**config.mk**
```make
export PLATFORM = sky130hd
export DESIGN_NAME = fifo_wr_arbiter_flat
export DESIGN_NICKNAME = d
export VERILOG_FILES = /design/src/rtl/fifo_arb_pkg.sv /design/src/rtl/fifo_wr_arbiter_if.sv /design/src/rtl/rr_pick.sv /design/src/rtl/fifo_wr_arbiter.sv /design/src/flat_wrapper.sv
export SDC_FILE = /design/constraint.sdc
export NUM_CORES = 1
export LEC_CHECK = 0
export ABC_AREA = 1
export BUFFER_PORTS_ARGS = -buffer_cell sky130_fd_sc_hd__buf_2
export CORE_MARGIN = 5
export CORE_UTILIZATION = 30
export CTS_BUF_LIST = sky130_fd_sc_hd__clkbuf_4
export DETAILED_ROUTE_END_ITERATION = 7
export PLACE_DENSITY = 0.74
export SYNTH_ARGS = -nofsm -noshare
export SYNTH_HDL_FRONTEND = slang
export SYNTH_SLANG_ARGS = --single-unit
```
**constraint.sdc**
```tcl
create_clock -name clk -period 1.48 [get_ports clk]
set_input_delay 0.296 -clock clk [delete_from_list [all_inputs] [get_ports clk]]
set_output_delay 0.296 -clock clk [all_outputs]
set_load 0.01 [all_outputs]
```
**src/rtl/fifo_arb_pkg.sv**
```systemverilog
// Shared types and default sizing for the
// round-robin fifo write-port arbiter.
package fifo_arb_pkg;

  typedef enum logic {
    ARB_IDLE,
    ARB_BURST
  } arb_state_e;

  localparam int DefNumReq    = 4;
  localparam int DefDataWidth = 32;
  localparam int DefMaxBurst  = 4;

endpackage

```
**src/rtl/fifo_wr_arbiter_if.sv**
```systemverilog
// Producer/fifo side bundle of the write-port
// arbiter; master drives producers and fifo flag.
interface fifo_wr_arbiter_if
  import fifo_arb_pkg::*;
#(
  parameter int NumReq    = DefNumReq,
  parameter int DataWidth = DefDataWidth
);

  localparam int IdW = $clog2(NumReq);

  logic [NumReq-1:0]                reqValid;
  logic [NumReq-1:0][DataWidth-1:0] reqData;
  logic [NumReq-1:0]                reqReady;
  logic                             fifoFull;
  logic                             fifoWriteEn;
  logic [DataWidth-1:0]             fifoWriteData;
  logic                             grantValid;
  logic [IdW-1:0]                   grantId;

  modport master (
    output reqValid,
    output reqData,
    output fifoFull,
    input  reqReady,
    input  fifoWriteEn,
    input  fifoWriteData,
    input  grantValid,
    input  grantId
  );

  modport slave (
    input  reqValid,
    input  reqData,
    input  fifoFull,
    output reqReady,
    output fifoWriteEn,
    output fifoWriteData,
    output grantValid,
    output grantId
  );

endinterface

```
**src/rtl/rr_pick.sv**
```systemverilog
// Combinational round-robin picker: scans from
// lastGrant+1 upward, lastGrant itself last.
module rr_pick
  import fifo_arb_pkg::*;
#(
  parameter int NumReq = DefNumReq
) (
  input  logic [NumReq-1:0]         reqValid,
  input  logic [$clog2(NumReq)-1:0] lastGrant,
  output logic                      anyValid,
  output logic [$clog2(NumReq)-1:0] pickId
);

  localparam int IdW = $clog2(NumReq);

  logic [IdW-1:0] idx;

  // NumReq is a power of 2, so the wrap is
  // just truncation of the sum.
  always_comb begin
    anyValid = 1'b0;
    pickId   = '0;
    idx      = '0;
    for (int i = 1; i <= NumReq; i++) begin
      idx = lastGrant + IdW'(i);
      if (!anyValid && reqValid[idx]) begin
        anyValid = 1'b1;
        pickId   = idx;
      end
    end
  end

endmodule

```
**src/rtl/fifo_wr_arbiter.sv**
```systemverilog
// Burst-limited round-robin arbiter sharing one
// fifo write port among NumReq producers.
module fifo_wr_arbiter
  import fifo_arb_pkg::*;
#(
  parameter int NumReq    = DefNumReq,
  parameter int DataWidth = DefDataWidth,
  parameter int MaxBurst  = DefMaxBurst
) (
  input logic              clk,
  input logic              rst,
  fifo_wr_arbiter_if.slave bus
);

  localparam int IdW  = $clog2(NumReq);
  localparam int CntW = $clog2(MaxBurst);
  localparam logic [CntW-1:0] LastBeat =
    CntW'(MaxBurst - 1);

  arb_state_e      state, stateN;
  logic [IdW-1:0]  owner, ownerN;
  logic [IdW-1:0]  lastGrant, lastGrantN;
  logic [IdW-1:0]  pickId;
  logic [CntW-1:0] beatCnt, beatCntN;
  logic            anyValid;
  logic            ownValid;
  logic            xfer;

  rr_pick #(
    .NumReq (NumReq)
  ) u_pick (
    .reqValid  (bus.reqValid),
    .lastGrant (lastGrant),
    .anyValid  (anyValid),
    .pickId    (pickId)
  );

  always_ff @(posedge clk) begin
    if (rst) begin
      state     <= ARB_IDLE;
      owner     <= '0;
      lastGrant <= IdW'(NumReq - 1);
      beatCnt   <= '0;
    end else begin
      state     <= stateN;
      owner     <= ownerN;
      lastGrant <= lastGrantN;
      beatCnt   <= beatCntN;
    end
  end

  assign ownValid = bus.reqValid[owner];

  always_comb begin
    stateN          = state;
    ownerN          = owner;
    lastGrantN      = lastGrant;
    beatCntN        = beatCnt;
    xfer            = 1'b0;
    bus.reqReady    = '0;
    bus.fifoWriteEn = 1'b0;
    unique case (state)
      ARB_IDLE: begin
        if (anyValid) begin
          stateN   = ARB_BURST;
          ownerN   = pickId;
          beatCntN = '0;
        end
      end
      ARB_BURST: begin
        bus.reqReady[owner] = !bus.fifoFull;
        xfer = ownValid && !bus.fifoFull;
        bus.fifoWriteEn = xfer;
        // A stall (full with owner valid) holds
        // both state and beat count.
        if (!ownValid ||
            (xfer && beatCnt == LastBeat)) begin
          stateN     = ARB_IDLE;
          lastGrantN = owner;
        end else if (xfer) begin
          beatCntN = beatCnt + 1'b1;
        end
      end
      default: stateN = ARB_IDLE;
    endcase
  end

  assign bus.grantValid = (state == ARB_BURST);
  assign bus.grantId    = owner;
  assign bus.fifoWriteData =
    bus.grantValid ? bus.reqData[owner]
                   : {DataWidth{1'b0}};

endmodule

```
**src/flat_wrapper.sv**
```systemverilog
// flat-port wrapper written by rule: the top's interface ports become plain ports
module fifo_wr_arbiter_flat import fifo_arb_pkg::*;
#(
  parameter int NumReq    = DefNumReq,
  parameter int DataWidth = DefDataWidth,
  parameter int MaxBurst  = DefMaxBurst
)
  (clk, rst, bus_reqValid, bus_reqData, bus_fifoFull, bus_reqReady, bus_fifoWriteEn, bus_fifoWriteData, bus_grantValid, bus_grantId);
  fifo_wr_arbiter_if #(.NumReq(NumReq), .DataWidth(DataWidth)) bus_i ();
  input logic clk;
  input logic rst;
  input wire logic [$bits(bus_i.reqValid)-1:0] bus_reqValid;
  input wire logic [$bits(bus_i.reqData)-1:0] bus_reqData;
  input wire logic [$bits(bus_i.fifoFull)-1:0] bus_fifoFull;
  output wire logic [$bits(bus_i.reqReady)-1:0] bus_reqReady;
  output wire logic [$bits(bus_i.fifoWriteEn)-1:0] bus_fifoWriteEn;
  output wire logic [$bits(bus_i.fifoWriteData)-1:0] bus_fifoWriteData;
  output wire logic [$bits(bus_i.grantValid)-1:0] bus_grantValid;
  output wire logic [$bits(bus_i.grantId)-1:0] bus_grantId;
  assign bus_i.reqValid = bus_reqValid;
  assign bus_i.reqData = bus_reqData;
  assign bus_i.fifoFull = bus_fifoFull;
  assign bus_reqReady = bus_i.reqReady;
  assign bus_fifoWriteEn = bus_i.fifoWriteEn;
  assign bus_fifoWriteData = bus_i.fifoWriteData;
  assign bus_grantValid = bus_i.grantValid;
  assign bus_grantId = bus_i.grantId;
  fifo_wr_arbiter #(.NumReq(NumReq), .DataWidth(DataWidth), .MaxBurst(MaxBurst)) u_core (.clk(clk), .rst(rst), .bus(bus_i));
endmodule
```
; Yosys cells after proc, flatten, opt, wreduce, memory -nomap -nowiden
; Cells that the tools add are included.
[word_totals]
input_bits = 135
rom_bits = 0
mem_count = 0
ram_bits = 0
latchBits = 0
elab_cells = 67
reg_bits = 7
[op_classes]
reduce_logical = 15
n_eq_ne = 4
order_cmp = 6
n_div = 0
add_sub_neg = 4
shift = 0
muxes = 32
n_bitwise = 2
n_mul = 0
[ops]
columns = op, count
row1 = 32-bit binary-select mux with 2-bit select, 1
row2 = 32-bit 2-to-1 mux, 2
row3 = "2-bit by 3-bit < comparator with 1-bit output, second input constant", 5
row4 = 2-bit 2-to-1 mux, 7
row5 = 1-bit 2-to-1 mux, 13
row6 = 1-bit binary-select mux with 2-bit select, 5
row7 = 1-bit logical AND, 6
row8 = 1-bit zero test, 5
row9 = "2-bit by 1-bit adder with 2-bit output, second input constant", 2
row10 = "2-bit adder, second input constant", 2
row11 = 4-bit bitwise AND, 1
row12 = 4-bit 2-to-1 mux, 1
row13 = "2-bit inequality test, second input constant", 2
row14 = 2-bit one-hot mux with 2 select lines, 1
row15 = 2-bit AND reduction, 2
row16 = 3-bit AND reduction, 1
row17 = 1-bit demux with 2-bit select, 1
row18 = "2-bit == test, second input constant", 1
row19 = "2-bit by 1-bit greater-or-equal comparator with 1-bit output, second input constant", 1
row20 = "2-bit by 1-bit inequality test with 1-bit output, second input constant", 1
row21 = 1-bit one-hot mux with 2 select lines, 1
row22 = 1-bit logical OR, 1
row23 = 1-bit NOT, 1

; Depth between registers and ports, before layout
; Gate-level depths: netlist of the first run.
[depth]
depth_word = 15
ltp_mapped = 13
ltp_nobuf = 12

; By module
; A second synthesis of the first run with hierarchy kept.
[hier_totals]
hier_cells = 298
area_unflattened_um2 = 1978.1
[by_module_without_submodules]
columns = module, area_each_um2, instances, seq_area_each_um2, cells_per_inst
row1 = fifo_wr_arbiter, 1687.9, 1, 140.1, 249
row2 = rr_pick, 290.3, 1, 0.0, 49

; Least setup slack after synthesis of the first run
; No wires, ideal clock.
[synth_path]
kind = reg2out
start = reg u_core.owner[0] (netlist: u_core.bus.grantId[0])
end = out bus_fifoWriteData[10]
arrival_ps = 1322
required_time_ps = 1184
path_slack_ps = -138
n_path_buf = 2
path_stages_with_launch = 7
path_cell_list = dfxtp_1 -> buf_4 -> nand2_1 -> inv_2 -> clkbuf_1 -> a22oi_1 -> a31oi_1
[synth_between]
elab_chain_cells = 3
[synth_rtl]
columns = item, line_no
row1 = from (decl), fifo_wr_arbiter.sv:21  ; logic [IdW-1:0] owner, ownerN;
row2 = from (signal assigned), fifo_wr_arbiter.sv:46  ; owner <= ownerN;
row3 = 32-bit binary-select mux with 2-bit select, fifo_wr_arbiter.sv:91  ; bus.grantValid ? bus.reqData[owner]
row4 = 32-bit 2-to-1 mux (not written as such), fifo_wr_arbiter.sv:91
row5 = 32-bit 2-to-1 mux, fifo_wr_arbiter.sv:91
row6 = to (decl), flat_wrapper.sv:17  ; output wire logic [$bits(bus_i.fifoWriteData)-1:0] bus_fifoWriteData;
; No other way between the ends. The select of a mux whose other input is x is not followed.

; Worst setup path after layout of the first run
[layout_path]
start = reg u_core.owner[0] (netlist: u_core.bus.grantId[0])
end = out bus_fifoWriteData[11]
; Same word-level chain as after synthesis.

==> results of run 1 <==
## cell usage after synthesis, types with 4 or more instances
master | number | area, sq um
a22oi_1 | 32 | 240
a31oi_1 | 32 | 200
buf_2 | 5 | 25.0
clkbuf_1 | 17 | 63.8
dfxtp_1 | 7 | 140
inv_1 | 10 | 37.5
inv_2 | 4 | 15.0
nand2_1 | 31 | 116
nand2_2 | 12 | 75.1
nand2_4 | 4 | 45.0
nand3_1 | 72 | 360
nor2_1 | 8 | 30.0
## state kept, by name, summed over array words and instances, names as in the netlist
name,cells
u_core.lastGrant,2
u_core.bus.grantId,2
u_core.beatCnt,2
u_core.bus.grantValid,1
## worst max-delay path by stage
stage,startpoint,to,slack [ns],depth (start not counted)
3_3_place_gp,u_core.bus.grantId[0]$_SDFFE_PP0P_,bus_fifoWriteData[11],0.06,7
3_5_place_dp,u_core.bus.grantId[1]$_SDFFE_PP0P_,bus_fifoWriteData[18],0.007,7
2_1_floorplan,u_core.bus.grantId[1]$_SDFFE_PP0P_,bus_fifoWriteData[22],0.0002,4
4_1_cts,u_core.bus.grantId[0]$_SDFFE_PP0P_,bus_fifoWriteData[18],-0.24,7
5_1_grt,u_core.bus.grantId[0]$_SDFFE_PP0P_,bus_fifoWriteData[13],-0.32,7
6_report,u_core.bus.grantId[0]$_SDFFE_PP0P_,bus_fifoWriteData[11],-0.22,7
## area by class of cell
cell class              count  area [sq um]  share of cell area (%)
clock buffers               4          30.0                   0.945
inverters                  18          98.8                    3.11
multi-input cells         213          1420                    44.8
flip-flops and latches      7           154                    4.84
well taps                  70          87.6                    2.75
repair buffers            212          1390                    43.6
## worst max-delay path, cell delays in order, from the launching register on
cell	delay (ns)
dfxtp_4	0.39
inv_6	0.05
nand2_4	0.09
inv_8	0.06
clkbuf_16	0.17
a22oi_2	0.15
a31oi_1	0.09
buf_2	0.15
## where the power goes
group	internal, mW	switching, mW	total, mW
combinational	2.44	2.74	5.18
sequential	0.277	0.0895	0.366
clock	0.122	0.0799	0.202
total	2.84	2.91	5.75
## metal layers
metal,vias up,GRT usage (%)
li1,1365,-
met4,0,4.98
met5,-,0
met2,152,40.3
met1,1300,24.6
met3,11,3.51
## repair_timing
item,4_1_cts,5_1_grt
hold buffers,0,0
gates resized for setup,27,49
buffers inserted,5,2
setup endpoints to repair,37,42
gates cloned,0,6
pin swaps,5,12
## cells by family after synthesis
kind of cell,Yosys count,synth area share [%]
buf+inv,43,12.4
compound gates,76,33.2
fa+ha+maj,1,0.805
flops,7,9.02
simple gates,136,44.6
## through the flow
| step | setup slack, ns | hold slack (ns) |
|---|---|---|
| CTS | -0.237 | 0.223 |
| detailed placement | 0.00741 | 0.480 |
| finish | -0.223 | 0.228 |
| global route | -0.325 | 0.228 |
| floorplan | 0.000219 | 0.358 |
| global placement | 0.0569 | 0.463 |
==> flow_summary.ini, run 1 <==
[sta]
fmax_mhz = 587
fin_ws_ns = -0.223
setup_viol = 35
hold_viol = 0
period_share_pct = 115
tightest_slew_ns = 0.216
relSlewSlack_pct = 85.6
rsz0062_at_grt = yes
layout_min_cycle_time_ns = 1.70
skew_ns = 0.00782
final_max_slew_viol_count = 0
fin_tns_setup_ns = -6.22

[clock_network]
cts_made_buffers = 3
cts_tree = yes
clock_path_buffers = 2
clock_latency_ns = 0.27
cts.sinks = 7
cts-root-buf = clkbuf_4
cts.clk_slew.worst_paths_ns = 0.05
htreeDepth = 1

[run_status]
status = finished, violations left
failed_checks = negative setup slack

[min_path]
hp-start = rst
holdPathEnd = u_core.beatCnt[1]$_SDFFE_PP0P_
holdPathStages = 2
hp-class = input pin to flip-flop

[floorplan]
core_sq_um = 5070
die_w_um = 82.0
rows = 26
fp.dieH_um = 82.0
num_io_pins = 175
design.die.area_sq_um = 6720
start_util_pct = 30.6

[logic_synthesis]
synth_ff_type = dfxtp_1
async_flop_share_pct = 0
synth-edff-count = 0
yosysUniqueCellTypes = 29
ys_warn_count = 0
netlist_area_sq_um = 1550
synth_cells = 263
synth_fp_nets = 399
syn-mean-instance-area_sq_um = 5.91
ys_ff_latch = 7
ys_seq_area_share_pct = 9.02

[route]
ant_nets = 0
m1WireLength_um = 3130
vias = 2828
drt-initial-drc-count = 131
wl_um = 8370
met2_length_um = 4370
topRoutingLayerUsed = met4
drc = 0
vias_per_cell = 5.40
post_drt_wl_per_cell_um = 16.0
first_pass_iters = 4
route.met3.wl_um = 749

[setup_path]
crit_required_ns = 1.18
rr_worst_depth = 12
start_kind = flip-flop
critPathKind = flip-flop to output port
crit_arrival_ns = 1.41
path_max_fanout = 9
rrSetupSlack_ns = 0.01
r2r_start = u_core.lastGrant[0]$_SDFFE_PP1P_
cp-end-kind = output port
reg2reg_to = u_core.bus.grantId[0]$_SDFFE_PP0P_

[finish]
syn_to_final_growth_pct = 105
final_core_util_pct = 62.6
drive_gt1_share_pct = 63.9
final_area_sq_um = 3180
final_common_cell = buf_2
final_cells = 524
layout_common_cells = buf_2 (174), nand3_1 (72), a31oi_1 (32)
nFillCells = 480
nets = 591
diodes = 0

[placement]
placed_area_sq_um = 2680
numPortBuffers = 174
dp_hpwl_um = 6220
gp_congestion = 0.828
place_inst = 508

[grt]
overflow = 0
grt_pass1_wl_um = 11600
grt_pass1_vias = 2648
grt_max_degree = 28
grt_antenna_before_repair = 0
track_usage_pct = 21.3

[power]
totalPowerFinal_mw = 5.75
p_leak_nw = 1.57
peakVddDrop_uv = 928
power.density_nw_per_um2 = 1810

[run]
max-cap-violations = 0
(Power assumes the default switching activity.)
==> inputs of run 2 (changes only) <==
==> constraint.sdc (replaced) <==
create_clock -name clk -period 1.6 [get_ports clk]
set_input_delay 0.32 -clock clk [delete_from_list [all_inputs] [get_ports clk]]
set_output_delay 0.32 -clock clk [all_outputs]
set_load 0.01 [all_outputs]
==> run 2 against run 1 <==
The run still ends with negative setup slack left; first-iteration DRC count increased by 7.6%; die area unchanged; sequential share of layout area increased by 0.45 points; flip-flop and latch count unchanged; core utilization decreased by 4.9 points; worst hold slack improved by 0.040 ns; design area decreased by 7.8%; highest routed layer unchanged; critical endpoint is now bus_fifoWriteData[13]; count of clock-buffer cells in the layout unchanged.
==> flow_summary.ini, run 2 (synthesized netlist as in run 1, its figures left out) <==
[run_status]
status = finished, violations left
failed_checks = negative setup slack

[clock_network]
cts.sinks = 7
clock_path_buffers = 2
cts_hold_buf = 0
cts-root-buf = clkbuf_4
cts_tree = yes
htreeDepth = 1
cts_made_buffers = 3
cts.clk_slew.worst_paths_ns = 0.06
clock_latency_ns = 0.25

[placement]
numPortBuffers = 174
pre_cts_slack_ns = -0.00252
dp_hpwl_um = 6020
gp_congestion = 0.809

[finish]
nets = 583
final_common_cell = buf_2
diodes = 0
syn_to_final_growth_pct = 88.6
layout_common_cells = buf_2 (173), nand3_1 (72), a31oi_1 (31)
drive_gt1_share_pct = 60.3
final_core_util_pct = 57.7

[route]
post_drt_wl_per_cell_um = 15.0
first_pass_iters = 5
drc = 0
ant_nets = 0
vias_per_cell = 5.29
vias = 2728
drt-initial-drc-count = 141
wl_um = 7740

[setup_path]
crit_family = buffers and inverters
crit_path_max_incr_delay_ns = 0.37
crit_chain = inv_4, nand2_4, inv_8, buf_12, a22oi_2, a31oi_1, buf_2
critPathKind = flip-flop to output port
start_kind = flip-flop
cp-end-kind = output port
critPathSlowestCell = dfxtp_4
crit_required_ns = 1.28
crit_start = u_core.bus.grantId[0]$_SDFFE_PP0P_
crit_arrival_ns = 1.43
r2r_start = u_core.lastGrant[1]$_SDFFE_PP1P_
critPathBufInv = 4
path_max_fanout = 8

[power]
totalPowerFinal_mw = 4.72
power.density_nw_per_um2 = 1610
peakVddDrop_uv = 698
p_leak_nw = 1.47

[sta]
relSlewSlack_pct = 82.3
final_max_slew_viol_count = 0
setup_viol = 35
rsz0062_at_grt = yes
tightest_slew_ns = 0.265
fin_tns_setup_ns = -3.02
period_share_pct = 109
fin_ws_ns = -0.148
fmax_mhz = 572
skew_ns = 0.00388
hold_viol = 0
hold_ws_ns = 0.268
layout_min_cycle_time_ns = 1.75

[floorplan]
fp.dieH_um = 82.0
rows = 26
die_w_um = 82.0
design.die.area_sq_um = 6720
core_sq_um = 5070
num_io_pins = 175
start_util_pct = 30.6

[grt]
grt_pass1_vias = 2519
track_usage_pct = 20.9
overflow = 0
grt_max_degree = 44
grt_antenna_before_repair = 0
grt_pass1_wl_um = 11400

[min_path]
hp-class = input pin to flip-flop
hp-start = rst

[run]
max-cap-violations = 0
run 2: changes by cell type in the layout (fill, tap and decap cells not counted), sizes merged:
cell	previous run	this run
clkbuf	9	4
buf	207	204
run 2: layer usage:
metal | up-vias | GRT usage, % | wire length [um] | part of all wire [%]
met5 | - | 0 | 0 | 0
met4 | 0 | 4.32 | 85 | 1.1
met3 | 8 | 3.62 | 699 | 9.0
met2 | 120 | 36.0 | 3930 | 51
met1 | 1254 | 27.2 | 3030 | 39
li1 | 1346 | - | - | -
run 2: area by class of cell:
class	instances	area (sq um)
clock buffer	4	30.0
multi-input combinational	213	1350
inverter	18	96.3
timing repair buffer	204	1210
fill	490	2140
tap	70	87.6
sequential	7	155
run 2: report_power, final:
part           switching (mW)  internal, mW  total [mW]
Combinational            2.31          1.87        4.18
Sequential              0.108         0.257       0.365
Clock                  0.0705         0.112       0.183
run 2: stage by stage:
step	instances	cell area [sq um]
3_3_place_gp	500	2570
3_5_place_dp	500	2570
4_1_cts	514	2840
5_1_grt	516	2930
6_report	516	2930
2_1_floorplan	263	1560
run 2: final timing paths:
check	end	slack [ns]	cells past startpoint
hold / removal	u_core.beatCnt[1]$_SDFFE_PP0P_	0.27	2
hold reg to reg	u_core.beatCnt[0]$_SDFFE_PP0P_	0.49	3
setup / recovery	bus_fifoWriteData[13]	-0.15	7
setup reg to reg	u_core.bus.grantId[0]$_SDFFE_PP0P_	0.14	9
run 2: timing repair:
item / CTS / global route
endpoints found under the setup margin: 37 / 44
cloned: 2 / 0
pin swaps: 8 / 13
setup buffers: 8 / 2
resized for setup: 35 / 23
